===== src/rtl/stream_mux_rr.sv =====
// rtl/stream_mux_rr.sv - N:1 valid/ready stream mux with rr/fixed-priority arbiter and registered output; optional packet lock via STREAM_MUX_PKT_LOCK_EN
module stream_mux_rr #(
    parameter int NUM_CH   = 4,
    parameter int DATA_W   = 8,
    parameter int ARB_MODE = 0,
    localparam int SEL_W   = (NUM_CH > 1) ? $clog2(NUM_CH) : 1
) (
    input  logic                     Clk,
    input  logic                     Rst,
    input  logic [NUM_CH*DATA_W-1:0] In_data,
    input  logic [NUM_CH-1:0]        In_valid,
    input  logic [NUM_CH-1:0]        In_last,
    output logic [NUM_CH-1:0]        In_ready,
    output logic [DATA_W-1:0]        Out_data,
    output logic                     Out_valid,
    output logic                     Out_last,
    output logic [SEL_W-1:0]         Out_sel,
    input  logic                     Out_ready
);

    logic              load_en;
    logic              grant_vld;
    logic [SEL_W-1:0]  grant_idx;
    logic [DATA_W-1:0] grant_data;
    logic              grant_last;
    logic              grant_in_valid;
    logic              xfer;
    logic              ptr_adv;
    logic [SEL_W-1:0]  rr_ptr;

`ifdef STREAM_MUX_PKT_LOCK_EN
    logic              lock;
    logic [SEL_W-1:0]  lock_ch;
`endif

    function automatic logic [SEL_W-1:0] wrap_idx(input logic [SEL_W-1:0] base, input int off);
        int sum;
        sum = int'(base) + off;
        if (sum >= NUM_CH) begin
            sum = sum - NUM_CH;
        end
        return sum[SEL_W-1:0];
    endfunction

    // Descending scan so the last write is the lowest offset that has a valid beat.
    always_comb begin
        grant_vld = 1'b0;
        grant_idx = '0;
        if (ARB_MODE == 1) begin
            for (int i = NUM_CH - 1; i >= 0; i--) begin
                if (In_valid[i]) begin
                    grant_vld = 1'b1;
                    grant_idx = SEL_W'(i);
                end
            end
        end else begin
            for (int j = NUM_CH - 1; j >= 0; j--) begin
                if (In_valid[wrap_idx(rr_ptr, j)]) begin
                    grant_vld = 1'b1;
                    grant_idx = wrap_idx(rr_ptr, j);
                end
            end
        end
`ifdef STREAM_MUX_PKT_LOCK_EN
        // A packet in flight owns the output even while its producer idles.
        if (lock) begin
            grant_vld = 1'b1;
            grant_idx = lock_ch;
        end
`endif
    end

    always_comb begin
        grant_data     = '0;
        grant_last     = 1'b0;
        grant_in_valid = 1'b0;
        for (int i = 0; i < NUM_CH; i++) begin
            if (grant_idx == SEL_W'(i)) begin
                grant_data     = In_data[i*DATA_W +: DATA_W];
                grant_last     = In_last[i];
                grant_in_valid = In_valid[i];
            end
        end
    end

    assign load_en = ~Out_valid | Out_ready;

    always_comb begin
        In_ready = '0;
        for (int i = 0; i < NUM_CH; i++) begin
            In_ready[i] = grant_vld & load_en & ~Rst & (grant_idx == SEL_W'(i));
        end
    end

    assign xfer = grant_vld & grant_in_valid & load_en & ~Rst;

`ifdef STREAM_MUX_PKT_LOCK_EN
    assign ptr_adv = grant_last;
`else
    assign ptr_adv = 1'b1;
`endif

    always_ff @(posedge Clk) begin
        if (Rst) begin
            Out_valid <= 1'b0;
            Out_data  <= '0;
            Out_last  <= 1'b0;
            Out_sel   <= '0;
        end else if (xfer) begin
            Out_valid <= 1'b1;
            Out_data  <= grant_data;
            Out_last  <= grant_last;
            Out_sel   <= grant_idx;
        end else if (Out_ready) begin
            Out_valid <= 1'b0;
        end
    end

    always_ff @(posedge Clk) begin
        if (Rst) begin
            rr_ptr <= '0;
        end else if ((ARB_MODE == 0) && xfer && ptr_adv) begin
            rr_ptr <= wrap_idx(grant_idx, 1);
        end
    end

`ifdef STREAM_MUX_PKT_LOCK_EN
    always_ff @(posedge Clk) begin
        if (Rst) begin
            lock    <= 1'b0;
            lock_ch <= '0;
        end else if (xfer) begin
            lock    <= ~grant_last;
            lock_ch <= grant_idx;
        end
    end
`endif

endmodule


===== config.mk =====
export PLATFORM = sky130hd
export DESIGN_NAME = stream_mux_rr
export DESIGN_NICKNAME = d
export VERILOG_FILES = /design/src/rtl/stream_mux_rr.sv
export SDC_FILE = /design/constraint.sdc
export NUM_CORES = 1
export LEC_CHECK = 0
export CAP_MARGIN = 20
export CORE_MARGIN = 5
export CORE_UTILIZATION = 40
export CTS_CLUSTER_SIZE = 24
export DETAILED_ROUTE_END_ITERATION = 8
export PLACE_DENSITY = 0.87
export SLEW_MARGIN = 0
export SYNTH_ARGS = -nofsm -noshare
export SYNTH_HDL_FRONTEND = slang
export SYNTH_SLANG_ARGS = --single-unit

===== constraint.sdc =====
create_clock -name Clk -period 4.72 [get_ports Clk]
set_input_delay 0.472 -clock Clk [delete_from_list [all_inputs] [get_ports Clk]]
set_output_delay 0.472 -clock Clk [all_outputs]
set_load 0.05 [all_outputs]

Word level (Yosys, flattened, before mapping):

Index checks and enable logic that the tools add are counted.

* flip-flop bits (word level): 14
* input bits: 43
* output and inout port bits: 16
* word-level logic and storage cells: 75

* $add $sub $neg: 9
* equality and inequality tests: 3
* magnitude comparators: 9
* multiplexer cells: 35
* bitwise logic cells: 12
* reductions and logical operators: 2

Operators by type and width (count)
* $mux W8: 4
* $mux W1: 18
* $mux W2: 9
* $ge A3 B3 Y1 const B: 4
* $lt A2 B3 Y1 const B: 4
* $sub A2 B1 Y2 const B: 5
* $and A1 B1 Y1: 9
* $bmux W1 S2: 4
* $add A2 B1 Y3 const B: 2
* $add A2 B2 Y3 const B: 2
* $eq A2 B2 Y1 const B: 2
* $ge A2 B3 Y1 const B: 1
* $eq A2 B1 Y1 const B: 1
* $logic_not A2 Y1: 1
* $not A1 Y1: 2
* $reduce_bool A2 Y1: 1
* $or A1 B1 Y1: 1

Logic depth before layout (Yosys ltp):

* depth in word-level cells: 18
* depth in mapped cells: 10
* depth with buffers taken out: 9

Worst setup path before layout:

Ideal clock, no wire load.

* path kind: input port to output port
* from: in In_valid[0]
* to: out In_ready[3]
* path slack: 1323 ps
* stages: 8
* buffers on the path: 1
* arrival time: 2925 ps
* required time: 4248 ps
* cell sequence: a21oi_1 o21a_1 o22ai_1 inv_1 ha_1 inv_1 clkbuf_1 nor4_1

* elaborated cells on any way between the ends: 20
* those cells by class: eq/ne: 1; mux: 16; bitwise: 3

RTL lines
* start, declared: line 11 `input logic [NUM_CH-1:0] In_valid,`
* $bmux W1 S2: line 58 `if (In_valid[wrap_idx(rr_ptr, j)]) begin`
* $mux W1 (implied by the code): line 58
* $mux W2 (3 in series): line 58
* $mux W2 *: line 58
* named net grant_idx[1]: line 23 `logic [SEL_W-1:0] grant_idx;`
* $eq A2 B2 Y1 *: line 91 `In_ready[i] = grant_vld & load_en & ~Rst & (grant_idx == SEL_W'(i));`
* $and A1 B1 Y1 *: line 91
* end, declared: line 13 `output logic [NUM_CH-1:0] In_ready,`

Mark *: on every way through the listed nets, which the timed path passes. The rest lies on a longest branch. The select of a mux whose other input is x is not followed.

Worst setup path after layout:

Ends and elaborated chain as after synthesis.

==> metrics.txt <==
DR pass1 iterations=6; CP top delay family=buffers and inverters; fin crit share=76.8%; clock root buffer=clkbuf_4; Synth Register Bits=14; Clk pwr share=10.4%; Pwr Density=537 nW/µm²; Synth cell types=30; synthesized area per cell=9.40 µm²; gr ovfl total=0; worst reg2reg startpoint=rr_ptr[1]; CP startpoint kind=input pin; initial antenna violation count=0; DR DRC count=0; VDD IR max=0.000366 V; Die ar.=3510 µm²; FILL cells=199; worst-case reg-to-reg path depth=8; WS Path Type=in2out; Comb power frac=66.0%; CP bufs+invs=4; CTS buffer count=3; RSZ-0062 raised after global routing=false; Leak=0.636 nW; Final ANT Viol Nets=0; Reg power frac=23.7%; H-tree levels=1; CTS clk-pin slew, worst paths=0.08 ns; Worst Setup End Kind=output pin; die width=59.2 µm; Area Overhead vs Synth=63.8%; Req. time, crit path=4.25 ns; first-pass GRT wire length=5000 µm; clk sinks=14; gr usage total=18.9%; status=finished, final reports clean; Critical Path Max Stage Delay=0.85 ns; Std-Cell Rows=17; Clock Latency Late Sink=0.29 ns; Slew @ Worst Pin=0.573 ns; pre-CTS WS=1.09 ns; Initial Utilization=43.0%; Synth area leaders=dfxtp_1 29%, mux2i_1 13%, nand2b_1 8.4%; Net Count, Synth=150; final worst slack=1.10 ns; post_cts resized=0; Total Power=0.852 mW; switching share of power=48.6%; Yosys top cell area share=28.9%; RR Endpoint=rr_ptr[1]; CP startpoint=In_valid[0]; maxcap violations=0; Worst Clk Skew=0.00225 ns; routability cong.=0.807; cell taking the most area after synthesis=dfxtp_1; via count=1002; synthesis warning total=0; Core Area=2250 µm²; share of cells above drive strength 1=5.03%; CP arrival=3.15 ns; P_int=0.438 mW; Sw Pwr=0.414 mW; Clock Path Buffers=2; vias in the first global route=1032; 1st-iter DRT viols=25; final setup fails=0; PortBufs=58; Die H=59.2 µm; vias per inst=5.36; Syn Inst Count=103; drt total wl=3130 µm; CP max FO=12; Final Critical Period=3.62 ns; Detailed Place HPWL=2570 µm; sequential-to-total area share from yosys stat=28.9%; CTS tree=done; setup repair bufs after CTS=0; fin nets=207; post-route setup TNS=0 ns; Slowest cell on crit path=clkdlybuf4s50_1; # diodes=0; max-slew violation count=0; Crit path depth=9; num ports=59; final hold violations=0; R2R Setup Slk=2.13 ns; critical path, cell by cell=clkdlybuf4s50_1 > a21oi_1 > o21a_1 > o22ai_1 > inv_1 > ha_1 > inv_1 > nor4_1 > clkdlybuf4s50_1; Max-slew headroom=61.7%; Hold Crit Class=reg2reg; WL/cell=16.7 µm; Setup crit end=In_ready[3]; fmax=276 MHz; Mapped Area=968 µm²; largest net degree at the start of global routing=17; Post-CTS Hold Buffers=0
[metrics by stage]
stage          instances  util [%]  area, µm²  hold WS [ns]
6_report             187      70.4       1590         0.482
5_1_grt              187      70.4       1590         0.507
4_1_cts              187      70.4       1590         0.483
3_5_place_dp         183      68.8       1550         0.467
3_3_place_gp         183      68.8       1550         0.464
2_1_floorplan        103         -        968         0.465
[how the worst min path moves through the flow]
stage | to | depth (start not counted) | startpoint
finish | Out_data[7] | 2 | Out_data[7]
CTS | Out_data[7] | 2 | Out_data[7]
global route | Out_sel[0] | 2 | Out_sel[0]
floorplan | rr_ptr[0] | 2 | rr_ptr[0]
global placement | Out_last | 2 | Out_last
detailed placement | Out_data[3] | 2 | Out_data[3]
[Yosys cell counts]
master    instances
dfxtp_1          14
mux2i_1          13
nand2b_1         13
o221ai_1          9
a221o_1           8
nand2_1           6
clkbuf_1          5
ha_1              4
nor2b_1           4
and2_1            3
inv_1             3
a21oi_1           2
o21ai_1           2
a211oi_1          1
a21o_1            1
a31oi_1           1
buf_8             1
clkinv_1          1
mux2_1            1
nand3_4           1
nand3b_1          1
nor2_1            1
nor3_4            1
nor4_1            1
nor4_2            1
o21a_1            1
o21ai_0           1
o221a_2           1
o22ai_1           1
or2_1             1
[tightest hold or removal path: stages, from the launching register on]
cell      delay (ns)
dfxtp_1         0.32
nand2b_1        0.06
mux2i_1         0.06
[cell families (layout without fill, tap and decap cells)]
family | after synthesis | in the layout | synth area share (%)
DFF | 14 | 14 | 28.9
muxes | 14 | 14 | 14.6
AOI/OAI and AO/OA | 28 | 28 | 23.8
and+or+nand+nor | 33 | 33 | 22.5
buffers and inverters | 10 | 66 | 5.04
adders and majority gates | 4 | 4 | 5.17
[cell type report]
cell class | count | area, µm² | area share [%]
timing repair buffer | 58 | 581 | 36.6
sequential | 14 | 280 | 17.7
inverter | 4 | 15.0 | 0.946
multi-input combinational | 79 | 639 | 40.3
tap | 28 | 35.0 | 2.21
clock buffer | 4 | 36.3 | 2.29
[layer usage]
layer	global-route usage (%)	routed length [µm]	vias to the layer above
li1	-	-	503
met2	32.1	1630	26
met4	6.80	55	0
met1	23.4	1310	467
met5	0	0	-
met3	3.70	127	6
[power by group through the flow]
stage | combinational (mW) | sequential (mW) | clock [mW]
after CTS | 0.565 | 0.201 | 0.0903
final | 0.562 | 0.202 | 0.0883
after global placement | 0.551 | 0.199 | 0
after detailed placement | 0.564 | 0.204 | 0
after floorplan | 0.217 | 0.367 | 0
after global routing | 0.591 | 0.208 | 0.0940
[layout by cell type (no fill, tap or decap), types with 2 or more instances in the layout]
master            n
and2_1            3
o221ai_1          9
a221o_1           8
clkbuf_4          3
dfxtp_1          14
ha_1              4
nor2b_1           4
clkdlybuf4s50_1  58
mux2i_1          13
nand2_1           6
inv_1             3
o21ai_1           2
nand2b_1         13
a21oi_1           2
[state kept, by name, summed over array words and instances (netlist names)]
| name | flops |
|---|---|
| rr_ptr | 2 |
| Out_sel | 2 |
| Out_data | 8 |
| Out_valid | 1 |
| Out_last | 1 |
No activity file was read; power rests on OpenSTA's default activity.
